File: src/rtl/spi_mul_pkg.sv
// Shared definitions for the SPI-attached sequential multiplier.
//   - Opcode constants (4-bit encodings) for MUL, MULHU and MULH.
//   - state_t: protocol state machine encoding used by spi_seq_multiplier.
package spi_mul_pkg;

  localparam logic [3:0] OP_MUL   = 4'b1001; // low half of the product
  localparam logic [3:0] OP_MULHU = 4'b1010; // high half, unsigned x unsigned
  localparam logic [3:0] OP_MULH  = 4'b1011; // high half, signed x signed

  typedef enum logic [2:0] {
    IDLE    = 3'd0,
    RX_OP   = 3'd1,
    RX_A    = 3'd2,
    RX_B    = 3'd3,
    EXECUTE = 3'd4,
    SEND    = 3'd5
  } state_t;

endpackage

File: src/rtl/spi_bus_if.sv
// Four-wire SPI bus bundle.
//   sclk, nss (active-low select), mosi : driven by the master
//   miso                                : driven by the slave
interface spi_bus_if;
  logic sclk;
  logic nss;
  logic mosi;
  logic miso;

  modport SLAVE  (input sclk, input nss, input mosi, output miso);
  modport MASTER (output sclk, output nss, output mosi, input miso);
endinterface

File: src/rtl/seq_mul_core.sv
// Iterative shift-add multiplier, one multiplier bit per clock.
//   clock, reset : clock and asynchronous active-high reset
//   start_i      : load operands and begin (ignored while busy)
//   signed_i     : treat both operands as two's complement
//   abort_i      : stop iterating immediately, no done pulse
//   a_i, b_i     : multiplicand / multiplier
//   busy_o       : high for exactly DATA_W clocks per operation
//   done_o       : one-clock pulse on the clock after the last iteration
//   product_o    : full 2*DATA_W-bit product
module seq_mul_core #(
  parameter int DATA_W = 32
) (
  input  logic                  clock,
  input  logic                  reset,
  input  logic                  start_i,
  input  logic                  signed_i,
  input  logic                  abort_i,
  input  logic [DATA_W-1:0]     a_i,
  input  logic [DATA_W-1:0]     b_i,
  output logic                  busy_o,
  output logic                  done_o,
  output logic [2*DATA_W-1:0]   product_o
);

  localparam int CNT_W = $clog2(DATA_W);

  logic [2*DATA_W-1:0] mcand_q, mcand_d;
  logic [DATA_W-1:0]   mplier_q, mplier_d;
  logic [2*DATA_W-1:0] acc_q, acc_d;
  logic [CNT_W-1:0]    cnt_q, cnt_d;
  logic                busy_q, busy_d;
  logic                done_q, done_d;
  logic                signed_q, signed_d;

  logic                last_iter;
  logic [2*DATA_W-1:0] partial;

  assign last_iter = (cnt_q == CNT_W'(DATA_W - 1));
  assign partial   = mplier_q[0] ? mcand_q : '0;

  always_comb begin
    mcand_d  = mcand_q;
    mplier_d = mplier_q;
    acc_d    = acc_q;
    cnt_d    = cnt_q;
    busy_d   = busy_q;
    done_d   = 1'b0;
    signed_d = signed_q;

    if (abort_i) begin
      busy_d = 1'b0;
    end else if (start_i && !busy_q) begin
      // Sign-extending the multiplicand to full width makes every partial
      // product correct modulo 2^(2*DATA_W).
      mcand_d  = signed_i ? {{DATA_W{a_i[DATA_W-1]}}, a_i} : {{DATA_W{1'b0}}, a_i};
      mplier_d = b_i;
      acc_d    = '0;
      cnt_d    = '0;
      busy_d   = 1'b1;
      signed_d = signed_i;
    end else if (busy_q) begin
      // In signed mode the multiplier MSB carries weight -2^(DATA_W-1),
      // so its partial product is subtracted.
      if (signed_q && last_iter) begin
        acc_d = acc_q - partial;
      end else begin
        acc_d = acc_q + partial;
      end
      mcand_d  = mcand_q << 1;
      mplier_d = mplier_q >> 1;
      cnt_d    = cnt_q + CNT_W'(1);
      if (last_iter) begin
        busy_d = 1'b0;
        done_d = 1'b1;
      end
    end
  end

  always_ff @(posedge clock or posedge reset) begin
    if (reset) begin
      mcand_q  <= '0;
      mplier_q <= '0;
      acc_q    <= '0;
      cnt_q    <= '0;
      busy_q   <= 1'b0;
      done_q   <= 1'b0;
      signed_q <= 1'b0;
    end else begin
      mcand_q  <= mcand_d;
      mplier_q <= mplier_d;
      acc_q    <= acc_d;
      cnt_q    <= cnt_d;
      busy_q   <= busy_d;
      done_q   <= done_d;
      signed_q <= signed_d;
    end
  end

  assign busy_o    = busy_q;
  assign done_o    = done_q;
  assign product_o = acc_q;

endmodule

File: src/rtl/spi_seq_multiplier.sv
// SPI slave front end for the sequential multiplier.
// Frame from master (MSB-first): opcode (OP_W bits), A (DATA_W), B (DATA_W).
// The master then polls miso (0 while computing) until the 1 marker shows,
// and clocks out the marker plus DATA_W result bits.
//   clock, reset : clock and asynchronous active-high reset
//   spi_if       : SPI slave port (sclk, nss, mosi in; miso out)
//   busy         : multiply engine iterating
//   op_done      : one-clock pulse when a result frame is loaded
//   illegal_op   : sticky flag for unsupported opcodes
module spi_seq_multiplier
  import spi_mul_pkg::*;
#(
  parameter int DATA_W = 32,
  parameter int OP_W   = 4
) (
  input  logic      clock,
  input  logic      reset,
  spi_bus_if.SLAVE  spi_if,
  output logic      busy,
  output logic      op_done,
  output logic      illegal_op
);

  localparam int CNT_MAX = (DATA_W > OP_W) ? DATA_W : OP_W;
  localparam int CNT_W   = $clog2(CNT_MAX + 1);

  function automatic logic op_legal(input logic [OP_W-1:0] op);
    return (op == OP_W'(OP_MUL)) || (op == OP_W'(OP_MULHU)) || (op == OP_W'(OP_MULH));
  endfunction

  // Synchronisers; the third sclk flop delays by one clock for edge detect.
  logic sclk_s1_q, sclk_s2_q, sclk_s3_q;
  logic nss_s1_q, nss_s2_q;
  logic mosi_s1_q, mosi_s2_q;
  logic sclk_rise;

  state_t              state_q, state_d;
  logic [CNT_W-1:0]    cnt_q, cnt_d;
  logic [DATA_W:0]     shift_q, shift_d;
  logic [OP_W-1:0]     opcode_q, opcode_d;
  logic [DATA_W-1:0]   a_q, a_d;
  logic [DATA_W-1:0]   b_q, b_d;
  logic                illegal_q, illegal_d;
  logic                op_done_q, op_done_d;

  logic [DATA_W:0]     rx_shift;
  logic                core_start, core_abort, core_busy, core_done;
  logic [2*DATA_W-1:0] core_product;

  assign sclk_rise = sclk_s2_q & ~sclk_s3_q;
  assign rx_shift  = {shift_q[DATA_W-1:0], mosi_s2_q};

  always_ff @(posedge clock or posedge reset) begin
    if (reset) begin
      sclk_s1_q <= 1'b0;
      sclk_s2_q <= 1'b0;
      sclk_s3_q <= 1'b0;
      nss_s1_q  <= 1'b0;
      nss_s2_q  <= 1'b0;
      mosi_s1_q <= 1'b0;
      mosi_s2_q <= 1'b0;
    end else begin
      sclk_s1_q <= spi_if.sclk;
      sclk_s2_q <= sclk_s1_q;
      sclk_s3_q <= sclk_s2_q;
      nss_s1_q  <= spi_if.nss;
      nss_s2_q  <= nss_s1_q;
      mosi_s1_q <= spi_if.mosi;
      mosi_s2_q <= mosi_s1_q;
    end
  end

  always_comb begin
    state_d     = state_q;
    cnt_d       = cnt_q;
    shift_d     = shift_q;
    opcode_d    = opcode_q;
    a_d         = a_q;
    b_d         = b_q;
    illegal_d   = illegal_q;
    op_done_d   = 1'b0;
    core_start  = 1'b0;
    core_abort  = 1'b0;

    if (nss_s2_q && (state_q != IDLE)) begin
      // Master deselected mid-transaction: drop everything, keep flags.
      state_d    = IDLE;
      core_abort = 1'b1;
    end else begin
      case (state_q)
        IDLE: begin
          cnt_d   = '0;
          shift_d = '0;
          if (!nss_s2_q) state_d = RX_OP;
        end
        RX_OP: begin
          if (sclk_rise) begin
            shift_d = rx_shift;
            cnt_d   = cnt_q + CNT_W'(1);
            if (cnt_q == CNT_W'(OP_W - 1)) begin
              opcode_d = rx_shift[OP_W-1:0];
              if (op_legal(rx_shift[OP_W-1:0])) illegal_d = 1'b0;
              cnt_d    = '0;
              shift_d  = '0;
              state_d  = RX_A;
            end
          end
        end
        RX_A: begin
          if (sclk_rise) begin
            shift_d = rx_shift;
            cnt_d   = cnt_q + CNT_W'(1);
            if (cnt_q == CNT_W'(DATA_W - 1)) begin
              a_d     = rx_shift[DATA_W-1:0];
              cnt_d   = '0;
              shift_d = '0;
              state_d = RX_B;
            end
          end
        end
        RX_B: begin
          if (sclk_rise) begin
            shift_d = rx_shift;
            cnt_d   = cnt_q + CNT_W'(1);
            if (cnt_q == CNT_W'(DATA_W - 1)) begin
              b_d        = rx_shift[DATA_W-1:0];
              cnt_d      = '0;
              shift_d    = '0;
              state_d    = EXECUTE;
              core_start = op_legal(opcode_q);
            end
          end
        end
        EXECUTE: begin
          // sclk edges are ignored here; miso stays 0 until SEND.
          if (!op_legal(opcode_q)) begin
            shift_d   = {1'b1, {DATA_W{1'b0}}};
            illegal_d = 1'b1;
            op_done_d = 1'b1;
            cnt_d     = '0;
            state_d   = SEND;
          end else if (core_done) begin
            shift_d   = (opcode_q == OP_W'(OP_MUL)) ?
                        {1'b1, core_product[DATA_W-1:0]} :
                        {1'b1, core_product[2*DATA_W-1:DATA_W]};
            op_done_d = 1'b1;
            cnt_d     = '0;
            state_d   = SEND;
          end
        end
        SEND: begin
          if (sclk_rise) begin
            shift_d = shift_q << 1;
            cnt_d   = cnt_q + CNT_W'(1);
            if (cnt_q == CNT_W'(DATA_W)) state_d = IDLE;
          end
        end
        default: state_d = IDLE;
      endcase
    end
  end

  always_ff @(posedge clock or posedge reset) begin
    if (reset) begin
      state_q   <= IDLE;
      cnt_q     <= '0;
      shift_q   <= '0;
      opcode_q  <= '0;
      a_q       <= '0;
      b_q       <= '0;
      illegal_q <= 1'b0;
      op_done_q <= 1'b0;
    end else begin
      state_q   <= state_d;
      cnt_q     <= cnt_d;
      shift_q   <= shift_d;
      opcode_q  <= opcode_d;
      a_q       <= a_d;
      b_q       <= b_d;
      illegal_q <= illegal_d;
      op_done_q <= op_done_d;
    end
  end

  // B is handed to the engine straight from the receive shifter so the
  // engine starts on the same edge that enters EXECUTE.
  seq_mul_core #(
    .DATA_W (DATA_W)
  ) u_core (
    .clock     (clock),
    .reset     (reset),
    .start_i   (core_start),
    .signed_i  (opcode_q == OP_W'(OP_MULH)),
    .abort_i   (core_abort),
    .a_i       (a_q),
    .b_i       (rx_shift[DATA_W-1:0]),
    .busy_o    (core_busy),
    .done_o    (core_done),
    .product_o (core_product)
  );

  assign spi_if.miso = (state_q == SEND) ? shift_q[DATA_W] : 1'b0;
  assign busy        = core_busy;
  assign op_done     = op_done_q;
  assign illegal_op  = illegal_q;

endmodule

File: src/flat_wrapper.sv
// flat-port wrapper written by rule: the top's interface ports become plain ports
module spi_seq_multiplier_flat import spi_mul_pkg::*;
#(
  parameter int DATA_W = 32,
  parameter int OP_W   = 4
)
  (clock, reset, busy, op_done, illegal_op, spi_if_sclk, spi_if_nss, spi_if_mosi, spi_if_miso);
  spi_bus_if spi_if_i ();
  input  logic clock;
  input  logic reset;
  output logic busy;
  output logic op_done;
  output logic illegal_op;
  input wire logic [$bits(spi_if_i.sclk)-1:0] spi_if_sclk;
  input wire logic [$bits(spi_if_i.nss)-1:0] spi_if_nss;
  input wire logic [$bits(spi_if_i.mosi)-1:0] spi_if_mosi;
  output wire logic [$bits(spi_if_i.miso)-1:0] spi_if_miso;
  assign spi_if_i.sclk = spi_if_sclk;
  assign spi_if_i.nss = spi_if_nss;
  assign spi_if_i.mosi = spi_if_mosi;
  assign spi_if_miso = spi_if_i.miso;
  spi_seq_multiplier #(.DATA_W(DATA_W), .OP_W(OP_W)) u_core (.clock(clock), .reset(reset), .spi_if(spi_if_i), .busy(busy), .op_done(op_done), .illegal_op(illegal_op));
endmodule
File: config.mk
export PLATFORM = sky130hd
export DESIGN_NAME = spi_seq_multiplier_flat
export DESIGN_NICKNAME = d
export VERILOG_FILES = /design/src/rtl/spi_mul_pkg.sv /design/src/rtl/spi_bus_if.sv /design/src/rtl/seq_mul_core.sv /design/src/rtl/spi_seq_multiplier.sv /design/src/flat_wrapper.sv
export SDC_FILE = /design/constraint.sdc
export NUM_CORES = 1
export LEC_CHECK = 0
export BUFFER_PORTS_ARGS = -buffer_cell sky130_fd_sc_hd__buf_2
export CORE_MARGIN = 2
export CORE_UTILIZATION = 60
export DETAILED_ROUTE_END_ITERATION = 8
export PLACE_DENSITY = 0.73
export SLEW_MARGIN = 20
export SYNTH_ARGS = -nofsm -noshare
export SYNTH_HDL_FRONTEND = slang
export SYNTH_SLANG_ARGS = --single-unit
File: constraint.sdc
create_clock -name clock -period 8.6 [get_ports clock]
set_input_delay 0.43 -clock clock [delete_from_list [all_inputs] [get_ports clock]]
set_output_delay 0.43 -clock clock [all_outputs]
set_load 0.03 [all_outputs]
==> flow_summary.toml <==
[floorplanning]
die_h_um = 169
dieArea_mm2 = 0.0284
core_mm2 = 0.0268
rows = 60
io_pins = 9
initial_core_util_pct = 60.7
die_w_um = 169

[logic_synthesis]
synth_mux_area_share_pct = 3.02
synth-xor-area-share_pct = 5.12
syn_avg_cell_area_um2 = 8.45
ys_seq_elements = 255
synth-compound-area-share_pct = 22.5
ys_seq_area_share_pct = 39.2
synth-simple-area-share_pct = 19.2
synth_nets = 1998
yosysTopAreaCell = "dfrtp_1"
synthTopCellsByArea = "dfrtp_1 39%, nand2_1 6.3%, a21oi_1 6.0%"
synth_edf_count = 0
synth.yosys.warnings = 0
synth.most_common_cell = "nand2_1"
synth_top_area_share_pct = 39.2
synthAdderAreaFrac_pct = 5.42
synth_top_family_by_area = "compound AO/OA/AOI/OAI gates"
synthFlopType = "dfrtp_1"
ys_top_cells_by_count = "272 x nand2_1, 255 x dfrtp_1, 195 x a21oi_1"
syn_area_mm2 = 0.0163
synth_cells = 1924
synth_cell_types = 83
synthArstFlopShare_pct = 100

[routing]
first_pass_iters = 7
num_vias = 14500
wl_um = 45800
ant_nets = 0
drc = 0
routedWlPerCell_um = 20.8
drtIter0Drc = 1806
viasPerCell = 6.55

[setup_path]
critPathKind = "reg2reg"
cp-startpoint = "u_core.u_core.mcand_q[5]$_DFFE_PP0P_"
arrival_ps = 6500
rrSetupSlack_ps = 2520
r2r_start = "u_core.u_core.mcand_q[5]$_DFFE_PP0P_"
worstSetupEndpointType = "flop"
required_ps = 9020
start_kind = "flop"
cp_max_fo = 8

[power]
ir_worst_vdd_mv = 0.182
powerDensity_mw_per_mm2 = 157
finalPower_uw = 2730
p_leak_uw = 0.00887

[timing]
max_clock_freq_mhz = 165
rsz0062_at_grt = "no"
slew_violations = 0
skew_ps = 16.0
hold_violations = 0
fin_setup_tns_ps = 0
setup_viol = 0
period_share_pct = 70.7
post-route-min-period_ps = 6080
max-slew-margin-rel_pct = 29.8
tightest_slew_ps = 1040

[clock_network]
numCtsBuffers = 28
post_cts_resized = 0
clock-root-buffer = "clkbuf_16"
cts_sinks = 255
cts_buffer_depth = 3
clock_latency_ps = 560
cts_htree_levels = 1
tritoncts = "yes"
cts_hold_buf = 3
cts_setup_buffers = 0
clk_pin_slew_worst_paths_ps = 70

[placed_design]
dpl.hpwl_um = 31000
io_buffers = 8
gp_congestion = 0.953

[global_route]
antenna_found_initial = 0
grt_max_degree = 136
grt_pass1_wl_um = 73600
grt_overflow = 0
track_usage_pct = 32.3
grt_pass1_vias = 13500

[worst_hold_path]
hold_class = "in2async"

[finish]
layout-drive-gt1-share_pct = 8.25
num_antenna_cells = 0
area_growth_pct = 7.18
fin_nets = 1919

[job]
drv_cap = 0

[status]
status = "complete, no violations"
==> state kept, by name, indices dropped and copies added (netlist names), 3 cells and up <==
name	count
u_core.u_core.mplier_q	32
u_core.shift_q	33
u_core.a_q	32
u_core.u_core.product_o	64
u_core.opcode_q	4
u_core.cnt_q	6
u_core.state_q	3
u_core.u_core.cnt_q	5
u_core.u_core.mcand_q	64
==> layer usage <==
layer	routed length, um	global-route usage, %
met2	20200	49.3
met3	3410	4.89
met4	1480	10.2
met5	0	0
met1	20800	47.4
==> power by group <==
part | internal [uW] | leakage [uW] | switching [uW] | total, uW
clock network | 831 | 0.000507 | 521 | 1350
logic | 33.5 | 0.00488 | 72.2 | 106
registers | 1230 | 0.00349 | 38.3 | 1270
total | 2100 | 0.00887 | 632 | 2730
==> final timing paths <==
kind / cells after the start / end
min in group clock: 0 / u_core.mosi_s2_q$_DFF_PP0_
worst min register to register: 0 / u_core.mosi_s2_q$_DFF_PP0_
worst max register to register: 19 / u_core.u_core.product_o[60]$_DFFE_PP0P_
worst min-delay path: 2 / u_core.u_core.mplier_q[6]$_DFFE_PP0P_
worst max-delay path: 19 / u_core.u_core.product_o[60]$_DFFE_PP0P_
max in group asynchronous: 3 / u_core.u_core.product_o[58]$_DFFE_PP0P_
==> cell type report <==
cell class,count,area (um2)
Clock buffer,38,840
Clock inverter,13,201
Fill cell,2267,9370
Inverter,86,330
Multi-Input combinational cell,1447,9040
Sequential cell,255,6380
Tap cell,341,427
Timing Repair Buffer,27,210
==> cell families after synthesis <==
family          Yosys count
simple gates            684
compound gates          556
flops                   255
buf+inv                 222
xor+xnor                 93
fa+ha+maj                70
mux                      44
==> worst max-delay path, cell delays in order, from the launching register on <==
cell     delay, ps
dfrtp_1        430
o31ai_1        850
nand3_1        420
a21oi_2        440
and2_1         210
nand2_1         90
nor3_1         220
a21oi_1        110
mux2_2         250
nand2_1         80
ha_1           430
nand4_1        200
a21oi_1         60
or3b_1         380
nor3_1         620
o21ai_1        250
a211o_1        410
a31o_2         270
mux2i_1        140
o21ai_0         80
==> placed cells by master (no fill, tap or decap), types with 17 or more instances in the layout <==
cell       count
nor3_1        19
clkbuf_16     29
o21ai_0      120
nand2_1      271
inv_1         85
a31oi_1       17
dfrtp_1      254
nand4_1       27
xnor2_1       39
a21o_1        43
mux2_2        40
nand3_1      135
a21oi_1      195
nor2_1       133
a222oi_1      62
ha_1          68
xor2_1        53
==> stage by stage <==
stage                     setup WS, ps  instance area (um2)  hold slack [ps]  utilization (%)  std cells
after floorplan                   1160                16300              331                -       1924
final                             2520                17400             73.9             65.0       2207
after global routing              2080                17400              153             65.0       2207
after detailed placement          2680                16300              339             60.9       2152
after CTS                         2680                17400              125             64.9       2206
after global placement            2820                16300              333             60.9       2152
(Power assumes the default switching activity.)
